## src/rtl/intr_dispatch_pkg.sv

```systemverilog
// intr_dispatch_pkg: dispatcher state encodings and manager trigger-type codes
package intr_dispatch_pkg;
  typedef enum logic [1:0] {IDLE = 2'd0, SEND = 2'd1, CLEAR = 2'd2, GAP = 2'd3} state_t;
  localparam logic [1:0] TRIG_LEVEL = 2'd0;
  localparam logic [1:0] TRIG_RISE  = 2'd1;
  localparam logic [1:0] TRIG_FALL  = 2'd2;
  localparam logic [1:0] TRIG_BOTH  = 2'd3;
endpackage

```

## src/rtl/intr_prio_enc.sv

```systemverilog
// intr_prio_enc: fixed-priority encoder, lowest set index wins
module intr_prio_enc #(
  parameter int INTR_NUM = 8,
  parameter int ID_W = 3
) (
  input  logic [INTR_NUM-1:0] req,
  output logic                any,
  output logic [ID_W-1:0]     id
);
  always_comb begin
    any = |req;
    id = '0;
    for (int i = INTR_NUM - 1; i >= 0; i--) if (req[i]) id = ID_W'(i);
  end
endmodule

```

## src/rtl/intr_dispatch.sv

```systemverilog
// intr_dispatch: masks pending flags, offers one ID over valid/ack, clears it, then holds off
module intr_dispatch
  import intr_dispatch_pkg::*;
#(
  parameter int INTR_NUM = 8,
  parameter int ID_W = 3,
  parameter int HOLDOFF = 2
) (
  input  logic                clk,
  input  logic                rst,
  input  logic [INTR_NUM-1:0] intr_sig,
  input  logic [INTR_NUM-1:0] intr_en,
  output logic                irq_valid,
  output logic [ID_W-1:0]     irq_id,
  input  logic                irq_ack,
  output logic                intr_clr,
  output logic [INTR_NUM-1:0] intr_clr_sel,
  output logic                busy
);
  localparam int CW = HOLDOFF > 0 ? $clog2(HOLDOFF + 1) : 1;
  localparam logic [CW-1:0] CNT_INIT = CW'(HOLDOFF > 0 ? HOLDOFF - 1 : 0);
  state_t state, state_n;
  logic [CW-1:0] cnt, cnt_n;
  logic [ID_W-1:0] id, id_n, enc_id;
  logic any;
  intr_prio_enc #(.INTR_NUM(INTR_NUM), .ID_W(ID_W)) u_enc (
    .req(intr_sig & intr_en),
    .any(any),
    .id(enc_id)
  );
  always_comb begin
    state_n = state;
    cnt_n = cnt;
    id_n = id;
    case (state)
      IDLE: if (any) begin
        state_n = SEND;
        id_n = enc_id;
      end
      SEND: if (irq_ack) state_n = CLEAR;
      CLEAR: begin
        state_n = HOLDOFF == 0 ? IDLE : GAP;
        cnt_n = CNT_INIT;
      end
      GAP: begin
        state_n = cnt == '0 ? IDLE : GAP;
        cnt_n = cnt == '0 ? cnt : cnt - 1'b1;
      end
      default: state_n = IDLE;
    endcase
  end
  // outputs are registered from the next state so they align with the state they describe
  always_ff @(posedge clk) begin
    if (rst) begin
      state <= IDLE;
      cnt <= '0;
      id <= '0;
      irq_valid <= 1'b0;
      irq_id <= '0;
      intr_clr <= 1'b0;
      intr_clr_sel <= '0;
      busy <= 1'b0;
    end else begin
      state <= state_n;
      cnt <= cnt_n;
      id <= id_n;
      irq_valid <= state_n == SEND;
      irq_id <= id_n;
      intr_clr <= state_n == CLEAR;
      intr_clr_sel <= state_n == CLEAR ? INTR_NUM'(1) << id_n : '0;
      busy <= state_n != IDLE;
    end
  end
endmodule

```

## config.mk

```make
export PLATFORM = sky130hd
export DESIGN_NAME = intr_dispatch
export DESIGN_NICKNAME = d
export VERILOG_FILES = /design/src/rtl/intr_dispatch_pkg.sv /design/src/rtl/intr_prio_enc.sv /design/src/rtl/intr_dispatch.sv
export SDC_FILE = /design/constraint.sdc
export NUM_CORES = 1
export LEC_CHECK = 0
export CORE_MARGIN = 2
export CORE_UTILIZATION = 40
export DETAILED_ROUTE_END_ITERATION = 10
export PLACE_DENSITY = 0.82
export SETUP_SLACK_MARGIN = 0.02
export SLEW_MARGIN = 25
export SYNTH_ARGS = -nofsm -noshare
export SYNTH_HDL_FRONTEND = slang
export SYNTH_SLANG_ARGS = --single-unit
```

## constraint.sdc

```tcl
create_clock -name clk -period 1.6 [get_ports clk]
set_input_delay 0.24 -clock clk [delete_from_list [all_inputs] [get_ports clk]]
set_output_delay 0.24 -clock clk [all_outputs]
set_load 0.05 [all_outputs]
```

==> results of run 1 <==
==> final cells by class <==
cell class | count | area [um2] | share of cell area (%)
clock buffers | 4 | 36.3 | 3.17
repair buffers | 36 | 315 | 27.5
inverters | 2 | 7.51 | 0.655
flip-flops and latches | 18 | 360 | 31.4
well taps | 25 | 31.3 | 2.73
multi-input cells | 57 | 395 | 34.5
==> metal layers <==
metal / GRT usage (%) / part of all wire [%]
met1: 23.7 / 42
met2: 31.7 / 51
met3: 6.67 / 5.7
met4: 5.95 / 1.1
met5: 0 / 0
==> power by group through the flow <==
| stage | combinational (mW) | sequential, mW | clock, mW |
|---|---|---|---|
| 2_1_floorplan | 0.163 | 0.588 | 0 |
| 3_3_place_gp | 0.355 | 0.510 | 0 |
| 3_5_place_dp | 0.361 | 0.512 | 0 |
| 4_1_cts | 0.365 | 0.502 | 0.279 |
| 5_1_grt | 0.387 | 0.505 | 0.297 |
| 6_report | 0.365 | 0.501 | 0.272 |
==> worst reg2reg max path, stage by stage (launching register included) <==
cell	delay [ns]
dfxtp_1	0.37
or2_1	0.39
a21oi_2	0.20
o22ai_2	0.13
nor3_1	0.25
==> cell families after synthesis <==
| logic type | after synthesis |
|---|---|
| fa+ha+maj | 1 |
| compound gates | 25 |
| simple gates | 31 |
| flops | 18 |
| buf+inv | 4 |
==> metrics by stage <==
stage / setup slack (ns) / power [mW] / std cells
floorplan: 0.370 / 0.751 / 79
global placement: -0.0740 / 0.865 / 138
detailed placement: -0.115 / 0.873 / 138
CTS: 0.186 / 1.15 / 142
global route: 0.0680 / 1.19 / 142
finish: 0.159 / 1.14 / 142
==> flip-flops by register name, indices dropped and copies added (netlist names) <==
register,cells
intr_clr_sel,8
id,3
cnt,2
state,2
busy,1
intr_clr,1
irq_valid,1
==> synthesized netlist by cell type, drive strengths merged <==
| cell type | instances | share of area [%] |
|---|---|---|
| a21oi | 7 | 5.5 |
| nand3b | 2 | 1.9 |
| o22a | 2 | 2.3 |
| o31ai | 1 | 1.6 |
| a32o | 2 | 2.6 |
| clkbuf | 1 | 0.48 |
| a22oi | 4 | 5.8 |
| nand3 | 1 | 0.64 |
| nor3 | 9 | 5.8 |
| a22o | 1 | 1.1 |
| dfxtp | 18 | 46 |
| or3 | 1 | 0.80 |
| buf | 1 | 1.4 |
| a41o | 1 | 2.7 |
| ha | 1 | 1.6 |
| or2 | 1 | 0.80 |
| o22ai | 2 | 3.2 |
| a21boi | 1 | 0.96 |
| and2 | 1 | 0.80 |
| a21o | 1 | 0.96 |
| nand2b | 2 | 1.6 |
| a31oi | 1 | 0.80 |
| a211oi | 2 | 2.6 |
| nand2 | 9 | 4.3 |
| inv | 2 | 0.96 |
| nor2 | 5 | 2.4 |
==> worst min-delay path by stage <==
stage | to | slack, ns
6_report | cnt[0]$_SDFFE_PP0P_ | 0.47
5_1_grt | cnt[0]$_SDFFE_PP0P_ | 0.50
4_1_cts | cnt[0]$_SDFFE_PP0P_ | 0.48
3_5_place_dp | cnt[0]$_SDFFE_PP0P_ | 0.46
3_3_place_gp | cnt[0]$_SDFFE_PP0P_ | 0.46
2_1_floorplan | intr_clr$_SDFF_PP0_ | 0.32
==> impl_metrics.tcl, run 1 <==
set metrics [dict create \
    status "finished, final reports clean" \
    die_y_um 48.1 \
    worst_hold_path_type "flop to flop" \
    rr_startpoint "state[0]$_SDFF_PP0_" \
    dp_hpwl_mm 1.51 \
    p_int_mw 0.768 \
    reg2reg_slack_ns 0.18 \
    max_stage_delay_ns 0.44 \
    p_comb_share_pct 32.1 \
    pwr-share-clk_pct 23.9 \
    ctsHoldBuffers 0 \
    cp_data_arrival_time_ns 1.64 \
    rr_endpoint "intr_clr_sel[6]$_SDFF_PP0_" \
    synthesis.nets 99 \
    r2r_cells 4 \
    drt_iter0_drc 20 \
    synth-xor-area-share_pct 0 \
    slew_headroom_pct 74.6 \
    avgSynthCellArea_um2 9.85 \
    final_nets 138 \
    holdWs_ns 0.469 \
    synthMuxAreaShare_pct 0 \
    path_cells "clkdlybuf4s50_1, a22oi_2, a21boi_0, o22ai_2, nor3_1" \
    crit_family "compound AO/OA/AOI/OAI gates" \
    synth_top_family_by_area "compound AO/OA/AOI/OAI gates" \
    finalInstanceArea_mm2 0.00115 \
    grt_pass1_wl_mm 3.06 \
    ys_seq_area_share_pct 46.3 \
    grt_remaining_overflow 0 \
    die_area_mm2 0.00231 \
    fill_cells 150 \
    final_core_util_pct 64.3 \
    cts_htree_levels 1 \
    start_util_pct 43.6 \
    drive_gt1_share_pct 27.4 \
    diodes 0 \
    cp.required_ns 1.80 \
    rsz0062_at_grt "false" \
    ys_seq_elements 18 \
    cp_num_buf_inv 1 \
    clk_path_buf_depth 2 \
    p_seq_share_pct 44.0 \
    p_sw_share_pct 32.6 \
    core_mm2 0.00178 \
    antenna_found_initial 0 \
    viasPerCell 5.25 \
    slew_violations 0 \
    crit_type "input port to flop" \
    grt_usage_pct 19.3 \
    synthAdderAreaFrac_pct 1.61 \
    hold_depth 1 \
    holdCritStartpoint "cnt[0]$_SDFFE_PP0P_" \
    grt_pass1_vias 695 \
    ant_nets 0 \
    cts_made_buffers 3 \
    leakage_nw 0.462 \
    yosys.area_share.simple_pct 19.1 \
    port_buffers 32 \
    dieWidth_um 48.1 \
    area_growth_pct 47.3 \
    path_depth 5 \
    finalHoldViolCount 0 \
    clock_latency_ns 0.29 \
    drc 0 \
    crit_path_start "intr_sig[0]" \
    path_clk_slew_ns 0.10 \
    period_needed_ns 1.44 \
    cts_resized 0 \
    dr.pass1.iters 4 \
    postSynthCellCount 79 \
    place_area_mm2 0.00111 \
    ys_warn_count 0 \
    synth-compound-area-share_pct 30.1 \
    setup_viol 0 \
    final_cell_mix "dfxtp_1, clkdlybuf4s50_1, buf_4" \
    cp-end-kind "flop" \
    worst_ir_drop_vdd_v 0.000656 \
    gpl.final_weighted_congestion 0.882 \
    worstMarginPinSlew_ns 0.382 \
    grt_max_degree 11 \
    drv_cap 0 \
    slowest_stage "clkdlybuf4s50_1" \
    post_cts_buffers 0 \
    fin_crit_sh_pct 90.1 \
    clock-sinks 18 \
    p_switching_mw 0.371 \
    syn_area_um2 778 \
    crit_end "intr_clr_sel[6]$_SDFF_PP0_" \
    start_kind "input port" \
    p_per_area_mw_per_mm2 994 \
    cts_tree "done" \
    num_vias 745 \
    clock-skew-final_ns 0.000750 \
    fmax_mhz 694 \
    rows 15 \
    routed_wl_mm 1.91 \
    cp_max_fo 5 \
    pin_count 33 \
    root_buffer "clkbuf_4" \
    tns_ns 0 \
    synthDistinctLibCells 29 \
    wire_per_inst_um 13.5 \
]
Power figures use the tool's default switching activity.
==> run 2: changes to the inputs <==
Settings changed: CORE_UTILIZATION 40 to 41, PLACE_DENSITY 0.82 to 0.83, SYNTH_HIERARCHICAL from default to 1.
==> run 2 against run 1 <==
Against the previous run: the flow now finishes with violations (setup timing); core utilization increased by 18 points; maximum frequency shrank 15%; largest power group unchanged; power rose by 11%.
==> impl_metrics.tcl, run 2 <==
set metrics [dict create \
    async_flop_share_pct 0 \
    finalHoldViolCount 0 \
    path_clk_slew_ns 0.12 \
    synth.top_cell.area_share_pct 45.1 \
    p_sw_share_pct 33.9 \
    largest_reg_flops 8 \
    max_stage_delay_ns 0.26 \
    die_area_mm2 0.00232 \
    reg.largest.list "intr_clr_sel: 8 flops, id: 3 flops" \
    cp_max_fo 5 \
    slew_violations 0 \
    fin_cells 166 \
    dp_hpwl_mm 1.50 \
    synth_enable_flop_cells 0 \
    path_depth 8 \
    p_seq_share_pct 39.2 \
    status "complete, but fails checks" \
    final_nets 162 \
    fmax_mhz 592 \
    viasPerCell 5.43 \
    cts_made_buffers 3 \
    grt_max_degree 11 \
    ys_seq_elements 18 \
    crit_end "intr_clr_sel[6]$_SDFF_PP0_" \
    slowest_stage "nand4bb_1" \
    cts_htree_levels 1 \
    mostFrequentLayoutCell "buf_4" \
    grt_pass1_vias 800 \
    routed_wl_mm 3.01 \
    core_mm2 0.00178 \
    synth_top_cell_by_area "dfxtp_1" \
    drv_cap 0 \
    synthesis.nets 102 \
    drive_gt1_share_pct 61.0 \
    period_needed_ns 1.69 \
    pwr-share-clk_pct 24.4 \
    final_cell_mix "buf_4, dfxtp_1, and2_4, dlygate4sd2_1, clkbuf_2" \
    tns_ns -0.311 \
    clock-sinks 18 \
    worstMarginPinSlew_ns 0.417 \
    setup_viol 6 \
    gpl.final_weighted_congestion 0.794 \
    synth.most_common_cell "dfxtp_1" \
    cp_data_arrival_time_ns 1.92 \
    ys.flop_type "dfxtp_1" \
    r2r_cells 6 \
    grt_usage_pct 25.3 \
    cp-end-kind "flop" \
    antenna_found_initial 0 \
    crit_path_start "intr_en[2]" \
    ant_nets 0 \
    slew_headroom_pct 71.9 \
    avgSynthCellArea_um2 9.75 \
    place_area_mm2 0.00120 \
    top_register "intr_clr_sel" \
    final_core_util_pct 82.2 \
    die_y_um 48.2 \
    path_cells "dlygate4sd2_1, and2_4, nor2_4, buf_4, and3b_1, nand4bb_1, o21a_4, nor4_2" \
    rr_endpoint "intr_clr_sel[2]$_SDFF_PP0_" \
    dr.pass1.iters 4 \
    worst_hold_path_type "flop to flop" \
    start_kind "input port" \
    reg2reg_slack_ns 0.08 \
    syn_area_um2 800 \
    p_int_mw 0.839 \
    grt_pass1_wl_mm 3.89 \
    cp.required_ns 1.83 \
    root_buffer "clkbuf_4" \
    cts_tree "done" \
    fin_ws_ns -0.0885 \
    area_growth_pct 83.3 \
    grt_remaining_overflow 0 \
    clock-skew-final_ns 0.00393 \
    yosys-top-cells-count "dfxtp_1, and2_1, nor2_1, nor3_1, inv_1" \
    synth_area_leaders "dfxtp_1, and2_1, mux2_2" \
    rsz0062_at_grt "true" \
    crit_family "simple AND/OR/NAND/NOR gates" \
    clk_path_buf_depth 2 \
    drt_iter0_drc 24 \
    rows 15 \
    synthDistinctLibCells 33 \
    p_comb_share_pct 36.4 \
    postSynthCellCount 82 \
    pin_count 33 \
    port_buffers 32 \
    cp_num_buf_inv 2 \
    finalInstanceArea_mm2 0.00147 \
    place_inst 149 \
    crit_type "input port to flop" \
    violations "setup timing" \
    num_vias 902 \
    clock_latency_ns 0.31 \
    diodes 0 \
    fin_crit_sh_pct 106 \
    leakage_nw 0.638 \
    worst_ir_drop_vdd_v 0.000694 \
    drc 0 \
    wire_per_inst_um 18.1 \
    ys_warn_count 6 \
    start_util_pct 44.8 \
    rr_startpoint "state[1]$_SDFF_PP0_" \
    ys_seq_area_share_pct 45.1 \
    p_per_area_mw_per_mm2 866 \
    p_switching_mw 0.430 \
    dieWidth_um 48.2 \
    fill_cells 103 \
]
[run 2: worst reg2reg max path, cell delays in order, from the launching register on]
cell and delay (ns):
dfxtp_2 0.39, nor3b_4 0.30, buf_6 0.17, mux2i_4 0.24, buf_6 0.14, buf_4 0.12, nor3_2 0.04
[run 2: stage by stage]
stage | hold WS (ns) | total power, mW | worst slack (ns)
after floorplan | 0.357 | 0.681 | -0.00132
after global placement | 0.473 | 0.800 | -0.497
after detailed placement | 0.477 | 0.809 | -0.529
after CTS | 0.502 | 1.12 | 0.0376
after global routing | 0.567 | 1.31 | -0.0963
final | 0.532 | 1.27 | -0.0885
[run 2: worst min path at each step]
stage / startpoint / end / slack, ns / cells past startpoint
global route: cnt[0]$_SDFFE_PP0P_ / cnt[0]$_SDFFE_PP0P_ / 0.57 / 2
detailed placement: cnt[1]$_SDFFE_PP0P_ / cnt[1]$_SDFFE_PP0P_ / 0.48 / 2
finish: cnt[1]$_SDFFE_PP0P_ / cnt[1]$_SDFFE_PP0P_ / 0.53 / 2
floorplan: irq_ack / irq_valid$_SDFF_PP0_ / 0.36 / 1
global placement: cnt[1]$_SDFFE_PP0P_ / cnt[1]$_SDFFE_PP0P_ / 0.47 / 2
CTS: cnt[1]$_SDFFE_PP0P_ / cnt[1]$_SDFFE_PP0P_ / 0.50 / 2
[run 2: layer usage]
| metal | vias up | GRT usage (%) | wire, um |
|---|---|---|---|
| li1 | 409 | - | - |
| met1 | 435 | 29.5 | 1150 |
| met2 | 46 | 45.8 | 1590 |
| met3 | 12 | 5.93 | 156 |
| met4 | 0 | 7.03 | 116 |
| met5 | - | 0 | 0 |
[run 2: power by group through the flow]
stage | logic, mW | clock network [mW] | registers (mW)
after floorplan | 0.133 | 0 | 0.548
after global placement | 0.300 | 0 | 0.500
after detailed placement | 0.308 | 0 | 0.501
after CTS | 0.349 | 0.278 | 0.491
after global routing | 0.482 | 0.324 | 0.501
final | 0.461 | 0.310 | 0.498
[run 2: layout make-up]
type	instances	area, um2	area share (%)
clock buffers	4	36.3	2.48
inverters	5	18.8	1.28
multi-input cells	56	564	38.5
flip-flops and latches	18	363	24.8
well taps	25	31.3	2.13
repair buffers	58	452	30.8
[run 2: what timing repair did]
item | 4_1_cts | 5_1_grt
hold buffers | 0 | 0
gates resized for setup | 40 | 27
pin swaps | 18 | 11
endpoints found under the setup margin | 12 | 10
setup buffers | 4 | 9
hold endpoints to repair | 0 | 0
[run 2: cell families after synthesis]
group | after synthesis | share of synthesized area [%]
flops | 18 | 45.1
simple gates | 37 | 29.3
compound gates | 13 | 12.2
mux | 5 | 6.73
fa+ha+maj | 1 | 1.56
buf+inv | 8 | 5.16
